[src/rtl/moore_seq_pkg.sv]
// Shared types and the serial Moore machine's transition/output rules
// for the pattern sequencer.
package moore_seq_pkg;

  typedef enum logic [1:0] {
    S0 = 2'b00,
    S1 = 2'b01,
    S2 = 2'b10,
    S3 = 2'b11
  } moore_state_t;

  typedef enum logic [1:0] {
    IDLE = 2'b00,
    RUN  = 2'b01,
    DONE = 2'b10
  } ctrl_state_t;

  localparam moore_state_t MOORE_RESET_STATE = S0;

  function automatic logic moore_out(input moore_state_t s);
    return (s == S1) || (s == S2);
  endfunction

  function automatic moore_state_t moore_next(input moore_state_t s, input logic din);
    moore_state_t n;
    case (s)
      S0:      n = din ? S2 : S1;
      S1:      n = din ? S3 : S2;
      S2:      n = din ? S3 : S1;
      default: n = din ? S0 : S2;
    endcase
    return n;
  endfunction

endpackage

[src/rtl/moore_core.sv]
// Serial 4-state Moore machine: clears to S0, advances one bit per
// enabled clock, holds otherwise.
module moore_core
  import moore_seq_pkg::*;
(
  input  logic         clk,
  input  logic         rst,
  input  logic         clr,
  input  logic         en,
  input  logic         din,
  output moore_state_t state,
  output logic         dout
);

  always_ff @(posedge clk) begin
    if (rst || clr) begin
      state <= MOORE_RESET_STATE;
    end else if (en) begin
      state <= moore_next(state, din);
    end
  end

  assign dout = moore_out(state);

endmodule

[src/rtl/moore_seq_ctrl.sv]
// Feeds a latched parallel pattern LSB-first into moore_core and gathers
// the Moore output after each step into a parallel result word.
//
// state | meaning
// IDLE  | waiting for start; outputs hold the last run's values
// RUN   | one pattern bit applied per clock (busy=1)
// DONE  | single-cycle done pulse, start not accepted
module moore_seq_ctrl
  import moore_seq_pkg::*;
#(
  parameter int LEN = 8
) (
  input  logic           clk,
  input  logic           rst,
  input  logic           start,
  input  logic           abort,
  input  logic [LEN-1:0] pattern,
  output logic           busy,
  output logic           done,
  output logic [LEN-1:0] result,
  output logic [1:0]     final_state
);

  localparam int CW = $clog2(LEN + 1);

  ctrl_state_t   st, st_nxt;
  logic [LEN-1:0] pattern_q;
  logic [LEN-1:0] bit_sel;
  logic [CW-1:0]  steps_left;
  moore_state_t   core_state;
  moore_state_t   step_state;
  logic           step_out;
  logic           last_step;
  logic           core_clr;
  logic           core_en;
  logic           unused_core_dout;

  // Result bits come from the state the core is about to enter, so the
  // last bit is in place on the same edge as the final step.
  assign step_state = moore_next(core_state, pattern_q[0]);
  assign step_out   = moore_out(step_state);
  assign last_step  = (steps_left == '0);

  moore_core u_core (
    .clk   (clk),
    .rst   (rst),
    .clr   (core_clr),
    .en    (core_en),
    .din   (pattern_q[0]),
    .state (core_state),
    .dout  (unused_core_dout)
  );

  always_ff @(posedge clk) begin
    if (rst) begin
      st <= IDLE;
    end else begin
      st <= st_nxt;
    end
  end

  always_comb begin
    st_nxt   = st;
    core_clr = 1'b0;
    core_en  = 1'b0;
    case (st)
      IDLE: begin
        if (start) begin
          st_nxt   = RUN;
          core_clr = 1'b1;
        end
      end
      RUN: begin
        if (abort) begin
          st_nxt   = IDLE;
          core_clr = 1'b1;
        end else begin
          core_en = 1'b1;
          if (last_step) st_nxt = DONE;
        end
      end
      DONE:    st_nxt = IDLE;
      default: st_nxt = IDLE;
    endcase
  end

  always_ff @(posedge clk) begin
    if (rst) begin
      pattern_q   <= '0;
      bit_sel     <= '0;
      steps_left  <= '0;
      result      <= '0;
      final_state <= 2'b00;
    end else begin
      if (st == IDLE && start) begin
        pattern_q  <= pattern;
        result     <= '0;
        bit_sel    <= LEN'(1);
        steps_left <= CW'(LEN - 1);
      end else if (st == RUN && !abort) begin
        pattern_q  <= pattern_q >> 1;
        bit_sel    <= bit_sel << 1;
        steps_left <= steps_left - CW'(1);
        if (step_out) result <= result | bit_sel;
        if (last_step) final_state <= step_state;
      end
    end
  end

  assign busy = (st == RUN);
  assign done = (st == DONE);

endmodule

[config.mk]
export PLATFORM = sky130hd
export DESIGN_NAME = moore_seq_ctrl
export DESIGN_NICKNAME = d
export VERILOG_FILES = /design/src/rtl/moore_seq_pkg.sv /design/src/rtl/moore_core.sv /design/src/rtl/moore_seq_ctrl.sv
export SDC_FILE = /design/constraint.sdc
export NUM_CORES = 1
export LEC_CHECK = 0
export CAP_MARGIN = 5
export CORE_UTILIZATION = 35
export CTS_BUF_LIST = sky130_fd_sc_hd__clkbuf_16
export CTS_CLUSTER_SIZE = 24
export DETAILED_ROUTE_END_ITERATION = 12
export SLEW_MARGIN = 20
export SYNTH_ARGS = -nofsm -noshare
export SYNTH_HDL_FRONTEND = slang
export SYNTH_HIERARCHICAL = 1
export SYNTH_SLANG_ARGS = --single-unit
[constraint.sdc]
create_clock -name clk -period 4.55 [get_ports clk]
set_input_delay 0.455 -clock clk [delete_from_list [all_inputs] [get_ports clk]]
set_output_delay 0.455 -clock clk [all_outputs]
set_load 0.02 [all_outputs]
==> out/results.tsv, run 1 <==
stage	metric	value	unit
grt	number of global-route vias before repair	1157	
route	Routed WL per cell	11.60	um
route	Final ANT Viol Nets	0	
setup_path	Worst EP arrival	2380	ps
final_layout	# diodes	0	
setup_path	required time of the critical path	4770	ps
clocking	H-tree depth	2	
final_layout	most common library cell in the layout ignoring fill and taps	dfxtp_1	
synthesis	synthesized cell area	1438	sq um
clocking	Max clock buf depth	2	
final_layout	Util after Layout	47.73	%
synthesis	Area contributors post-synth	dfxtp_1 47%, nand2_1 8.4%, a21oi_1 6.3%, nor2_1 6.0%, ha_1 4.4%	
setup_path	delay of the slowest critical-path stage	650	ps
clocking	Clock Pin Slew Worst Setup and Hold Paths	50	ps
synthesis	Synth async-reset ratio	0	%
synthesis	Cells after Synth	166	
timing	Worst Tran Pin Value	663.1	ps
synthesis	synth warn	6	
placement	PortBufs	23	
clocking	CTS Hold Buffers Added	0	
placement	Setup WS pre-CTS	2133	ps
clocking	worst skew pair latency	270	ps
clocking	Post-CTS Resized	0	
synthesis	Yosys top cell area share	47.35	%
clocking	CTS tree	done	
final_layout	commonest cells after routing, fill and taps aside	34 x dfxtp_1, 32 x nand2_1, 23 x nor2_1, 23 x clkdlybuf4s50_1, 18 x a21oi_1	
synthesis	Seq/Total Area, Yosys	47.35	%
route	residual DRC count	0	
die	Initial Util	37.85	%
grt	GRT overflow	0	
setup_path	CP Capture Type	flop	
final_layout	final instance area	1813	sq um
timing	Max Freq	461.5	MHz
synthesis	syn_area_per_cell	8.660	sq um
final_layout	# nets final	204	
synthesis	number of synthesized flops with an enable pin	0	
placement	placed cells	228	
power_and_ir_drop	Max rail drop VDD	0.2112	mV
final_layout	Area Overhead vs Synth	26.11	%
synthesis	dominant cell type by area after synthesis	dfxtp_1	
power_and_ir_drop	PD cells	382.3	nW/um^2
die	Cell Rows	22	
die	core area	3799	sq um
route	Vias per Instance	5.000	
grt	Global Route Usage Sum	14.76	%
timing	final hold violation count	0	
route	DRT iter0 DRCs	93	
die	Die Y	66.09	um
timing	clk_skew	1.494	ps
die	die footprint	4368	sq um
clocking	CTS Root Cell	clkbuf_16	
setup_path	startpoint types	input port	
setup_path	Setup CP Type	input port to flop	
flow_run	count of maximum capacitance violations	0	
placement	RD Place Congestion	0.7220	
timing	Max Slew Vio Count	0	
grt	antenna violations before repair	0	
timing	Period minus WS final	2167	ps
setup_path	worst-path fanout max	28	
clocking	CTS buffer count	5	
grt	first-pass GRT wire length	4.878	mm
timing	Slew HR	55.79	%
final_layout	share of layout cells above drive strength 1	6.915	%
setup_path	CP max stage cell	or3b_1	
synthesis	main flop type after synthesis	dfxtp_1	
timing	final setup TNS	0	ps
route	DR pass1 iterations	5	
synthesis	syn nets	183	
placement	HPWL Detailed	1.941	mm
timing	fin crit share	47.62	%
timing	final setup vio count	0	
die	I/O pins	24	
setup_path	critical path cell sequence	clkdlybuf4s50_1 > or3b_1 > inv_6 > nand2b_1 > o32ai_1 > o21a_1	
clocking	Post-CTS Setup Bufs	0	
synthesis	post-synthesis cell type count	33	
placement	Post-Place Cell Area	1675	sq um
route	Vias	1180	
hold_path	HP Class	flop to flop	
synthesis	FF+latch count, synth	34	
power_and_ir_drop	static leakage	0.6400	nW
clocking	clock sink count	34	
grt	largest net degree at the start of global routing	29	
route	Post-Route WL	2.738	mm
final_layout	fillers	382	
outcome	status	complete, no violations	
final_layout	non-filler cells, final	236	
timing	fin worst setup slack	2383	ps
die	Die Wd	66.09	um
timing	RSZ-0062 raised after global routing	no	
routing by layer:
metal	vias up	wire length [um]	global-route usage [%]
li1	609	-	-
met2	21	1334	24.74
met3	8	82	3.103
met4	0	70	8.777
met5	-	0	0
met1	542	1250	17.14
cell type report:
class | instances | area, sq um | area share (%)
sequential | 34 | 680.7 | 37.54
multi-input combinational | 118 | 680.7 | 37.54
timing repair buffer | 23 | 230.2 | 12.70
clock buffer | 5 | 125.1 | 6.901
tap | 48 | 60.06 | 3.313
inverter | 5 | 23.77 | 1.311
clock inverter | 3 | 12.51 | 0.6901
through the flow:
step / total power [mW] / hold WS (ps)
3_5_place_dp: 0.3904 / 457.3
5_1_grt: 0.7215 / 486.7
6_report: 0.6931 / 459.7
4_1_cts: 0.7000 / 464.3
3_3_place_gp: 0.3881 / 448.4
2_1_floorplan: 0.3704 / 436.6
cell families (layout without fill, tap and decap cells):
kind of cell	Yosys count	count (layout)	share of synthesized area, %
flops	34	34	47.35
fa+ha+maj	5	5	4.352
simple gates	72	72	23.24
xor+xnor	2	2	1.219
mux	2	2	1.393
compound gates	37	37	17.14
buf+inv	14	36	5.308
registers in the layout (all words and copies together) (netlist names):
name and cells:
bit_sel 8, st 2, u_core/state 2, steps_left 4, pattern_q 8, final_state 2, result 8
Yosys cell counts (2+ instances only):
cell	instances
buf_2	3
xnor2_1	2
a211oi_1	2
o21a_1	2
nor2_1	23
inv_1	4
a22oi_1	3
a311oi_1	6
clkbuf_1	4
a21oi_1	18
nor2b_1	3
ha_1	5
o32ai_1	2
buf_6	2
dfxtp_1	34
mux2i_1	2
nand2_1	32
nor3_1	4
report_power, final:
part | switching, mW | internal [mW] | total, mW
logic | 0.0359 | 0.0282 | 0.0641
registers | 0.0101 | 0.310 | 0.320
clock network | 0.112 | 0.197 | 0.309
worst max-delay path, delay by kind of cell:
kind | cells | cell delay [ps]
AOI/OAI and AO/OA | 2 | 430
and+or+nand+nor | 2 | 760
buffers and inverters | 2 | 730
final timing paths:
kind                  startpoint              end  slack [ps]  depth (start not counted)
setup / recovery           abort  u_core/state[1]        2380                          6
hold / removal    final_state[1]   final_state[1]         460                          2
setup reg to reg           st[0]  u_core/state[1]        2550                          5
hold reg to reg   final_state[1]   final_state[1]         460                          2
(Power assumes the default switching activity.)
==> run 2: changes to the inputs <==
==> constraint.sdc (replaced) <==
create_clock -name clk -period 1.79 [get_ports clk]
set_input_delay 0.179 -clock clk [delete_from_list [all_inputs] [get_ports clk]]
set_output_delay 0.179 -clock clk [all_outputs]
set_load 0.02 [all_outputs]
==> out/results.tsv, run 2 (same netlist as run 1, synthesis figures left out) <==
stage	metric	value	unit	change
setup_path	Worst R2R Path Depth	6		was 5
placement	PortBufs	23		unchanged
clocking	Post-CTS Setup Bufs	0		unchanged
die	Die Wd	66.09	um	unchanged
clocking	worst skew pair latency	270	ps	about the same
clocking	H-tree depth	2		unchanged
final_layout	biggest regs	bit_sel x8, pattern_q x8, result x8		unchanged
setup_path	Setup CP Type	flop to primary output		was input port to flop
clocking	Post-CTS Resized	0		unchanged
final_layout	# nets final	210		was 204
route	Routed WL per cell	11.94	um	was 11.60 um
grt	largest net degree at the start of global routing	18		was 29
power_and_ir_drop	PD cells	1091	nW/um^2	was 382.3 nW/um^2
setup_path	required time of the critical path	1610	ps	was 4770 ps
grt	Global Route Usage Sum	15.37	%	was 14.76%
timing	Slew HR	76.96	%	was 55.79%
die	Die Y	66.09	um	unchanged
timing	final setup vio count	0		unchanged
die	core area	3799	sq um	unchanged
placement	HPWL Detailed	2.072	mm	was 1.941 mm
final_layout	share of layout cells above drive strength 1	10.82	%	was 6.915%
final_layout	# diodes	0		unchanged
route	DR pass1 iterations	4		was 5
clocking	CTS Hold Buffers Added	0		unchanged
flow_run	count of maximum capacitance violations	0		unchanged
timing	fin crit share	95.26	%	
placement	Setup WS pre-CTS	6.527	ps	was 2133 ps
placement	Post-Place Cell Area	1733	sq um	was 1675 sq um
route	residual DRC count	0		unchanged
die	die footprint	4368	sq um	unchanged
timing	fin worst setup slack	84.83	ps	was 2383 ps
setup_path	worst-path fanout max	6		was 28
setup_path	CP Capture Type	primary output		was flop
die	I/O pins	24		unchanged
timing	RSZ-0062 raised after global routing	no		unchanged
timing	Max Freq	586.5	MHz	
timing	Period minus WS final	1705	ps	
timing	clk_skew	4.988	ps	was 1.494 ps
final_layout	Area Overhead vs Synth	34.03	%	was 26.11%
clocking	clock sink count	34		unchanged
die	Cell Rows	22		unchanged
clocking	CTS buffer count	5		unchanged
route	Vias	1213		was 1180
timing	Max Slew Vio Count	0		unchanged
clocking	Max clock buf depth	2		unchanged
final_layout	non-filler cells, final	242		was 236
die	Initial Util	37.85	%	unchanged
route	DRT iter0 DRCs	39		was 93
clocking	Clock Pin Slew Worst Setup and Hold Paths	60	ps	was 50 ps
hold_path	HP Class	flop to flop		unchanged
grt	GRT overflow	0		unchanged
outcome	status	complete, no violations		unchanged
clocking	CTS Root Cell	clkbuf_16		unchanged
setup_path	Worst EP arrival	1530	ps	was 2380 ps
grt	number of global-route vias before repair	1151		was 1157
grt	antenna violations before repair	0		unchanged
route	Vias per Instance	5.012		was 5.000
timing	final setup TNS	0	ps	unchanged
setup_path	R2R setup slack	160	ps	was 2550 ps
final_layout	most common library cell in the layout ignoring fill and taps	dfxtp_1		unchanged
hold_path	hold depth	2		unchanged
route	Final ANT Viol Nets	0		unchanged
power_and_ir_drop	static leakage	0.6946	nW	was 0.6400 nW
route	Post-Route WL	2.889	mm	was 2.738 mm
setup_path	startpoint types	flop		was input port
grt	first-pass GRT wire length	5.037	mm	was 4.878 mm
final_layout	final instance area	1927	sq um	was 1813 sq um
placement	RD Place Congestion	0.7385		was 0.7220
timing	Worst Tran Pin Value	344.8	ps	was 663.1 ps
clocking	CTS tree	done		unchanged
final_layout	commonest cells after routing, fill and taps aside	34 x dfxtp_1, 32 x nand2_1, 23 x nor2_1, 23 x clkdlybuf4s50_1, 18 x a21oi_1		unchanged
timing	final hold violation count	0		unchanged
power_and_ir_drop	Max rail drop VDD	0.8138	mV	was 0.2112 mV
placement	placed cells	234		was 228
[run 2: cell count changes in the layout (fill, tap and decap cells not counted), sizes merged]
cell    change
bufinv      +2
clkinv      -1
inv         -1
buf         +6
[run 2: worst max-delay path, cell delays in order (launching register included)]
cell	delay (ps)
dfxtp_1	420
nor2b_1	200
clkdlybuf4s50_1	630
[run 2: report_power, final]
part / total [mW] / switching [mW] / internal, mW
Clock: 1.11 / 0.313 / 0.799
Combinational: 0.177 / 0.0933 / 0.0834
Sequential: 0.813 / 0.0261 / 0.787
[run 2: layout make-up]
type,count,area [sq um]
clock inverter,3,68.82
multi-input combinational,118,680.7
timing repair buffer,29,287.8
tap,48,60.06
sequential,34,680.7
fill,365,1872
clock buffer,5,125.1
inverter,5,23.77
[run 2: per-layer routing]
layer	vias to the layer above	track usage (%)	wire [um]
met1	566	17.76	1323
met2	27	25.38	1426
met4	0	7.181	27
met3	2	5.172	111
li1	618	-	-
met5	-	0	0
[run 2: path summary, 6_finish.rpt]
path,start,endpoint
worst max-delay path,st[0],busy
worst min-delay path,pattern_q[6],pattern_q[6]
worst max register to register,st[0],result[5]
worst min register to register,pattern_q[6],pattern_q[6]
[run 2: per-stage QoR]
stage	power [mW]	hold WS (ps)	util, %
3_5_place_dp	1.007	451.8	45.62
5_1_grt	2.188	476.8	50.72
2_1_floorplan	0.9415	339.8	-
6_report	2.101	459.4	50.72
3_3_place_gp	1.001	447.7	45.62
4_1_cts	2.130	460.4	50.72
